[config.mk]
export PLATFORM = sky130hd
export DESIGN_NAME = fetch_ctrl
export DESIGN_NICKNAME = d
export VERILOG_FILES = /design/src/rtl/fetch_pkg.sv /design/src/rtl/fetch_fifo.sv /design/src/rtl/fetch_ctrl.sv
export SDC_FILE = /design/constraint.sdc
export NUM_CORES = 1
export LEC_CHECK = 0
export BUFFER_PORTS_ARGS = -buffer_cell sky130_fd_sc_hd__buf_4
export CELL_PAD_IN_SITES_DETAIL_PLACEMENT = 1
export CELL_PAD_IN_SITES_GLOBAL_PLACEMENT = 1
export CORE_MARGIN = 5
export CORE_UTILIZATION = 45
export DETAILED_ROUTE_END_ITERATION = 6
export PLACE_DENSITY_LB_ADDON = 0.12
export SLEW_MARGIN = 20
export SYNTH_ARGS = -nofsm -noshare
export SYNTH_HDL_FRONTEND = slang
export SYNTH_SLANG_ARGS = --single-unit
[constraint.sdc]
create_clock -name clk -period 10.6 [get_ports clk]
set_clock_uncertainty 0.2 [all_clocks]
set_input_delay 0.53 -clock clk [delete_from_list [all_inputs] [get_ports clk]]
set_output_delay 0.53 -clock clk [all_outputs]
set_load 0.01 [all_outputs]
[src/rtl/fetch_pkg.sv]
// fetch_pkg: shared types and constants for the instruction-fetch front end
package fetch_pkg;
  typedef enum logic [1:0] {IDLE, FETCH, HALT} state_e;
  localparam logic [31:0] PC_STEP = 32'd4;
  localparam logic [31:0] DEF_RESET_PC = 32'h0;
  localparam int ENTRY_W = 64;
endpackage

[src/rtl/fetch_fifo.sv]
// fetch_fifo: circular prefetch buffer; the extra pointer bit separates full from empty
module fetch_fifo
  import fetch_pkg::*;
#(
  parameter int DEPTH = 2
) (
  input  logic               clk,
  input  logic               rst_n,
  input  logic               push,
  input  logic               pop,
  input  logic               clr,
  input  logic [ENTRY_W-1:0] wdata,
  output logic [ENTRY_W-1:0] head,
  output logic               full,
  output logic               empty
);
  localparam int AW = $clog2(DEPTH);
  logic [ENTRY_W-1:0] mem_q [DEPTH];
  logic [AW:0] wr_q, rd_q;
  assign empty = wr_q == rd_q;
  assign full = (wr_q[AW] != rd_q[AW]) && (wr_q[AW-1:0] == rd_q[AW-1:0]);
  assign head = mem_q[rd_q[AW-1:0]];
  always_ff @(posedge clk or negedge rst_n) begin
    if (!rst_n) begin
      wr_q <= '0;
      rd_q <= '0;
    end else if (clr) begin
      wr_q <= '0;
      rd_q <= '0;
    end else begin
      if (push) wr_q <= wr_q + (AW+1)'(1);
      if (pop) rd_q <= rd_q + (AW+1)'(1);
    end
  end
  always_ff @(posedge clk) begin
    if (push && !clr) mem_q[wr_q[AW-1:0]] <= wdata;
  end
endmodule

[src/rtl/fetch_ctrl.sv]
// fetch_ctrl: PC, prefetch queue and branch redirect; FETCH_HALT_DETECT_EN stops fetch on branch-to-self
module fetch_ctrl
  import fetch_pkg::*;
#(
  parameter int          DEPTH    = 2,
  parameter logic [31:0] RESET_PC = DEF_RESET_PC
) (
  input  logic        clk,
  input  logic        rst_n,
  output logic [31:0] imem_addr,
  input  logic [31:0] imem_rdata,
  input  logic        id_ready,
  input  logic        branch_taken,
  input  logic [31:0] branch_addr,
  input  logic [31:0] branch_pc,
  output logic        if_valid,
  output logic [31:0] if_instr,
  output logic [31:0] if_pc,
  output logic        halted
);
  state_e state_q;
  logic [31:0] pc_q, pc_d, pc_inc, tgt;
  logic [ENTRY_W-1:0] head;
  logic full, empty, push, pop, flush, self_br, unused_bits;
  assign tgt = {branch_addr[31:2], 2'b00};
  assign pc_inc = pc_q + PC_STEP;
  // a redirect wins over everything: the head is dropped even if decode takes it
  assign flush = branch_taken && state_q != HALT;
  assign pop = !empty && id_ready && !flush;
  assign push = state_q == FETCH && !flush && (!full || pop);
  assign pc_d = flush ? tgt : push ? pc_inc : pc_q;
`ifdef FETCH_HALT_DETECT_EN
  assign self_br = tgt == branch_pc;
  assign halted = state_q == HALT;
  assign unused_bits = ^branch_addr[1:0];
`else
  assign self_br = 1'b0;
  assign halted = 1'b0;
  assign unused_bits = ^{branch_pc, branch_addr[1:0]};
`endif
  always_ff @(posedge clk or negedge rst_n) begin
    if (!rst_n) begin
      state_q <= IDLE;
      pc_q <= RESET_PC;
    end else begin
      pc_q <= pc_d;
      if (state_q != HALT) state_q <= (flush && self_br) ? HALT : FETCH;
    end
  end
  fetch_fifo #(.DEPTH(DEPTH)) u_fifo (
    .clk  (clk),
    .rst_n(rst_n),
    .push (push),
    .pop  (pop),
    .clr  (flush),
    .wdata({pc_inc, imem_rdata}),
    .head (head),
    .full (full),
    .empty(empty)
  );
  assign imem_addr = pc_q;
  assign if_valid = !empty;
  assign if_pc = head[63:32];
  assign if_instr = head[31:0];
endmodule

Yosys cells after proc, flatten, opt, wreduce, memory -nomap -nowiden
Memories as Yosys holds them, arrays and structs flattened. Index checks and enable logic that the tools add are counted.

Memories kept: 1. Logic and storage cells: 31. Output and inout bits: 98. Memory bits (writable): 128. Register bits: 37.

Muxes and demuxes: 8. Equal/unequal tests: 3. Add/sub/neg operators: 3. Reduce and logical (&&, ||, !) cells: 12.

Memory list: u_fifo.mem_q (words 2, width 64, read ports 1, clocked after Yosys merged registers in 0, wr ports 1, RTL line fetch_fifo.sv:18) `logic [ENTRY_W-1:0] mem_q [DEPTH];`.

Operators by type and width (number): 32-bit two-way mux (2); 32-bit by 3-bit adder with 32-bit output, second input constant (1); 2-bit two-way mux (4); 1-bit logical AND (6); 2-bit by 1-bit adder with 2-bit output, second input constant (2); 2-bit nonzero test (2); 1-bit zero test (3); 2-bit equality test (1); 1-bit two-way mux (2); 1-bit equality test (1); 1-bit logical OR (1); 1-bit inequality test (1).

Logic depth before layout (Yosys ltp)
Depth after elaboration: 9. Mapped depth: 8. Depth with buffers taken out: 5.

By module
Synthesis repeated with hierarchy kept, for this count alone.

Cell total of the unflattened synthesis: 499. Area total of the unflattened synthesis: 7204.4 µm².

By module, submodules not included: fetch_fifo (area each 4911.0 µm², instances 1, cells an instance 220); fetch_ctrl (area each 2293.4 µm², instances 1, cells an instance 279).

Worst setup path after synthesis
No wires, ideal clock.

Path kind: register to register. Start: reg u_fifo.wr_q[0]. End: mem u_fifo.mem_q[0][0], enable pin. Path slack: 4.311 ns. Clock period less this slack: 6.289 ns. Buffers on the path: 2. Data arrival time: 5.531 ns. Cell stages (with the launch flop): 6. Cell sequence: dfrtp_1 -> xor2_1 -> o31ai_1 -> clkbuf_1 -> buf_2 -> nor3_1.

Longest elaborated chain between the ends: 9.

Ends and longest elaborated chain: start: declaration (RTL line fetch_fifo.sv:19) `logic [AW:0] wr_q, rd_q;`; start signal: assignment (RTL line fetch_fifo.sv:31) `if (push) wr_q <= wr_q + (AW+1)'(1);`; 2-bit equality test (RTL line fetch_fifo.sv:20) `assign empty = wr_q == rd_q;`; 1-bit zero test (RTL line fetch_ctrl.sv:29) `assign pop = !empty && id_ready && !flush;`; 1-bit logical AND (2 in a row) (RTL line fetch_ctrl.sv:29); 1-bit logical OR (RTL line fetch_ctrl.sv:30) `assign push = state_q == FETCH && !flush && (!full || pop);`; 1-bit logical AND (RTL line fetch_ctrl.sv:30); 1-bit logical AND (RTL line fetch_fifo.sv:36) `if (push && !clr) mem_q[wr_q[AW-1:0]] <= wdata;`; 1-bit two-way mux (RTL line fetch_fifo.sv:36); 1-bit two-way mux (not written as such) (RTL line fetch_fifo.sv:36); end: declaration (RTL line fetch_fifo.sv:18).

Several ways; a longest one is shown, not always the timed one.

Worst setup path in the final report
Start: reg pc_q[2] (netlist: imem_addr[2]). End: reg pc_q[20] (netlist: imem_addr[20]).

Longest elaborated chain between the ends: 3.

Ends and longest elaborated chain: start: declaration (RTL line fetch_ctrl.sv:22) `logic [31:0] pc_q, pc_d, pc_inc, tgt;`; start signal: assignment (RTL line fetch_ctrl.sv:46) `pc_q <= pc_d;`; 32-bit by 3-bit adder with 32-bit output (RTL line fetch_ctrl.sv:26) `assign pc_inc = pc_q + PC_STEP;`; 32-bit two-way mux (2 in a row) (RTL line fetch_ctrl.sv:31) `assign pc_d = flush ? tgt : push ? pc_inc : pc_q;`.

No other way between the ends. The select of a mux whose other input is x is not followed. A chain may end at the register's enable or synchronous reset.

==> results.txt <==
* Sequential area share after synthesis: 0.655
* Total routed wirelength: 17400 µm
* Weighted congestion at the end of routability-driven global placement: ~0.77
- The floorplan step defined a core boundary enclosing 0.0153 mm².
- VDD sags by at most 0.000123 V.
* Overall routing resource usage: 0.194
- Total Negative Setup Slacks: 0 ps
- For this design the ratio of total power to cell area is 191 mW/mm².
- Clock tree synthesis inserted a total of 17 buffers.
- Placed instance area: 0.00838 mm²
- TritonCTS built the clock tree.
* Maximum operating frequency: 340 MHz
- Final routed wire length divided by cell count: 19.9 µm
* Latest clock arrival within the worst-skew pair: approximately 420 ps
- Synth Warn #: 0
* Number of global-route vias before repair: 5146
- The critical path starts at imem_addr[2]$_DFFE_PN0P_.
* Highest cell delay on the worst timing path: 870 ps
- After clock tree synthesis, the clock-pin slew on the worst setup and hold paths is 60 ps.
- Along the worst path, the maximum fanout reaches 24.
* Total of cells resized after clock tree synthesis: 0
- # setup viols final: 0
- The floorplan has 45 rows.
- The max-slew violation count came to 0.
- Nets@finish: 755
- Hold_sp: imem_rdata[30]
- Global routing finished with a remaining overflow of 0.
* DRC violation count after routing: 0
- In the final layout, the share of cells above drive strength 1 is 0.398.
- The run finished with clean final reports.
* Cell Area, Synth: 0.00702 mm²
- In this run the remaining antenna-violating nets after routing total 0.
* Crit Path Class: reg -> reg
- Number of port buffers: approximately 160
- The number of endpoints with negative hold slack in the final report was 0.
- Filler cell count in the final layout: 1479
- The routed layout has 4748 vias.
* Die width: 135 µm
* CTS H-tree lvls: 4
* Worst r2r src: imem_addr[2]$_DFFE_PN0P_
- Ordered list of cells on the worst path: ha_1 > nand4_1 > or4_1 > or4_1 > a31oi_1
- WHS Path Cells: 1
- In this run, distinct cell masters in the synthesized netlist total ~40.
- For the pin with the worst max-slew slack, the measured transition is 912 ps.
* Share of the synthesized area in the top cell type: 0.530
* DIE HEIGHT: 135 µm
- Largest net degree at the start of global routing: 65
* Setup repair after global routing missed its margin: false
- Arrival time of the worst setup path: 3070 ps
- The largest individual stage delay along the critical path comes from the cell sky130_fd_sc_hd__or4_1.
- STA classifies the critical path endpoint as a flop.
* Worst min path class: in -> reg
- The most numerous cell type found on the critical path is sky130_fd_sc_hd__or4_1.
- In the final layout, flip-flops and latches occupy approximately 0.0046 mm².
* Syn-to-layout area delta: 26.8%
* Biggest area consumer among synthesized cells: sky130_fd_sc_hd__edfxtp_1
- With fillers left out, the area of the finished cells amounts to 0.00890 mm².
- Effective utilization at floorplan: 0.460
- After synthesis the netlist holds a flip-flop and latch count of 159.
* Buffers from clock root to sink, at most: 2
- Via count normalized by instance count: 5.41
- Die area: between 0.015 and 0.02 mm²
* Min Tclk post-route: about 2900 ps
- Antenna violations before repair: 0
- For this design the static power due to leakage is 3.34 nW.
- The first global-routing pass estimated 27500 µm of wire.
* Most used cells in the layout excluding fill and tap cells: sky130_fd_sc_hd__buf_4, sky130_fd_sc_hd__edfxtp_1, sky130_fd_sc_hd__mux2_2, sky130_fd_sc_hd__dfrtp_1, sky130_fd_sc_hd__nor2_1
- Max-Slew Margin vs Limit: 0.392
* Detailed router's first-iteration violation count: 252
- Yosys attributes the largest share of cell area to sky130_fd_sc_hd__edfxtp_1, sky130_fd_sc_hd__dfrtp_1, sky130_fd_sc_hd__mux2_2.
- STA classifies the critical path startpoint as a flop.
* Total area of multi-input combinational cells: 0.00226 mm²
* IO Pins: slightly below 200
- The repair_antennas step left the layout with diodes totalling 0.
- Required time worst endpoint: between 10000 and 15000 ps
* Final cycle utilization of the critical path: 0.277
* Avg Cell Area, Syn: 13.9 µm²
- Summed over all nets, the half-perimeter wirelength after detailed placement is 11400 µm.
* Mapped Cells: 504
- Max-cap violations in this run came to 0.
- Counting cells, the worst reg-to-reg path comes to 5.
* Clock Sinks: ~160
- CTS root buffer: sky130_fd_sc_hd__clkbuf_16
- Leading cell type in the layout, fill and taps excluded: sky130_fd_sc_hd__buf_4
* First-pass iteration count of the detailed router: 4
## area by class of cell
| cell class | instances | area share |
|---|---|---|
| timing repair buffer | 164 | 0.139 |
| inverter | 8 | 0.00337 |
| sequential | 159 | 0.517 |
| clock inverter | 14 | 0.0104 |
| clock buffer | 17 | 0.0478 |
| multi-input combinational | 304 | 0.254 |
| tap | 211 | 0.0297 |
## Yosys cell counts
library cell               count
sky130_fd_sc_hd__a211o_1       3
sky130_fd_sc_hd__a21oi_1       1
sky130_fd_sc_hd__a22o_1        1
sky130_fd_sc_hd__a31o_2        1
sky130_fd_sc_hd__a31oi_1      17
sky130_fd_sc_hd__and2_1        2
sky130_fd_sc_hd__and3_1        4
sky130_fd_sc_hd__and4_1        4
sky130_fd_sc_hd__buf_2         5
sky130_fd_sc_hd__buf_4         5
sky130_fd_sc_hd__buf_6         1
sky130_fd_sc_hd__clkbuf_1     25
sky130_fd_sc_hd__clkbuf_2      1
sky130_fd_sc_hd__conb_1        2
sky130_fd_sc_hd__dfrtp_1      35
sky130_fd_sc_hd__edfxtp_1    124
sky130_fd_sc_hd__ha_1          1
sky130_fd_sc_hd__inv_1         8
sky130_fd_sc_hd__mux2_2       62
sky130_fd_sc_hd__mux2i_1       1
sky130_fd_sc_hd__nand2_1      24
sky130_fd_sc_hd__nand3_1      14
sky130_fd_sc_hd__nand3_2       1
sky130_fd_sc_hd__nand4_1      10
sky130_fd_sc_hd__nand4_4       1
sky130_fd_sc_hd__nor2_1       32
sky130_fd_sc_hd__nor2b_1       2
sky130_fd_sc_hd__nor3_1       11
sky130_fd_sc_hd__nor3b_1       1
sky130_fd_sc_hd__nor4_1        1
sky130_fd_sc_hd__o211ai_1      6
sky130_fd_sc_hd__o21ai_0       8
sky130_fd_sc_hd__o311ai_0      5
sky130_fd_sc_hd__o31a_1        2
sky130_fd_sc_hd__o31ai_1      16
sky130_fd_sc_hd__o41ai_1       1
sky130_fd_sc_hd__or2_2         5
sky130_fd_sc_hd__or3_1         3
sky130_fd_sc_hd__or4_1        21
sky130_fd_sc_hd__xnor2_1      13
sky130_fd_sc_hd__xor2_1       24
## sequential cells by signal, indices dropped and copies added, names as in the netlist
name / count
u_fifo.mem_q: 124
imem_addr: 30
u_fifo.rd_q: 2
u_fifo.wr_q: 2
state_q: 1
## path summary, 6_finish.rpt
| path | end | slack (ps) |
|---|---|---|
| max | imem_addr[20]$_DFFE_PN0P_ | 7660 |
| min | u_fifo.mem_q[1][30]$_DFFE_PP_ | 90 |
| max reg2reg | imem_addr[20]$_DFFE_PN0P_ | 7660 |
| min reg2reg | imem_addr[24]$_DFFE_PN0P_ | 430 |
| max in group asynchronous | u_fifo.rd_q[0]$_DFFE_PN0P_ | 9390 |
| min in group asynchronous | imem_addr[28]$_DFFE_PN0P_ | 430 |
## routing by layer
metal / part of all wire / up-vias / GRT usage
met5: 0 / - / 0
met4: 0.015 / 0 / 0.0645
met3: 0.053 / 18 / 0.0436
met2: 0.50 / 131 / 0.329
met1: 0.43 / 2393 / 0.246
li1: - / 2206 / -
## worst max-delay path: cells and delay by family, from the launching register on
family	cells	cell delay, ps
AOI/OAI and AO/OA	1	190
adders and majority gates	1	280
DFF	1	440
and+or+nand+nor	3	1730
## cell families (layout without fill, tap and decap cells)
family                     after synthesis  count (layout)  share of synthesized area
DFF                                    159             159                      0.655
AOI/OAI and AO/OA                       61              61                     0.0613
adders and majority gates                1               1                    0.00178
other                                    2               6                    0.00107
muxes                                   63              63                      0.101
xor gates and xnor gates                37              37                     0.0462
and+or+nand+nor                        136             136                      0.105
buffers and inverters                   45             203                     0.0289
## power by group
group	leakage, nW	switching, W	internal (W)
clock network	0.260	0.000248	0.000297
registers	1.55	0.0000329	0.000725
logic	1.53	0.000199	0.000197
## per-stage QoR
| step | util | power, W | hold slack (ps) | instances | worst slack [ps] |
|---|---|---|---|---|---|
| floorplan | - | 0.000985 | 34.4 | 508 | 4310 |
| global route | 0.584 | 0.00178 | 72.7 | 877 | 7500 |
| CTS | 0.584 | 0.00172 | 83.3 | 877 | 7660 |
| global placement | 0.549 | 0.00116 | 335 | 845 | 7780 |
| detailed placement | 0.549 | 0.00117 | 340 | 845 | 7680 |
| finish | 0.584 | 0.00170 | 92.5 | 877 | 7660 |
## repair_timing
item                      4_1_cts  5_1_grt
hold buffers                    1        0
buffers inserted                0        0
hold endpoints to repair       35        0
Power figures use the tool's default switching activity.
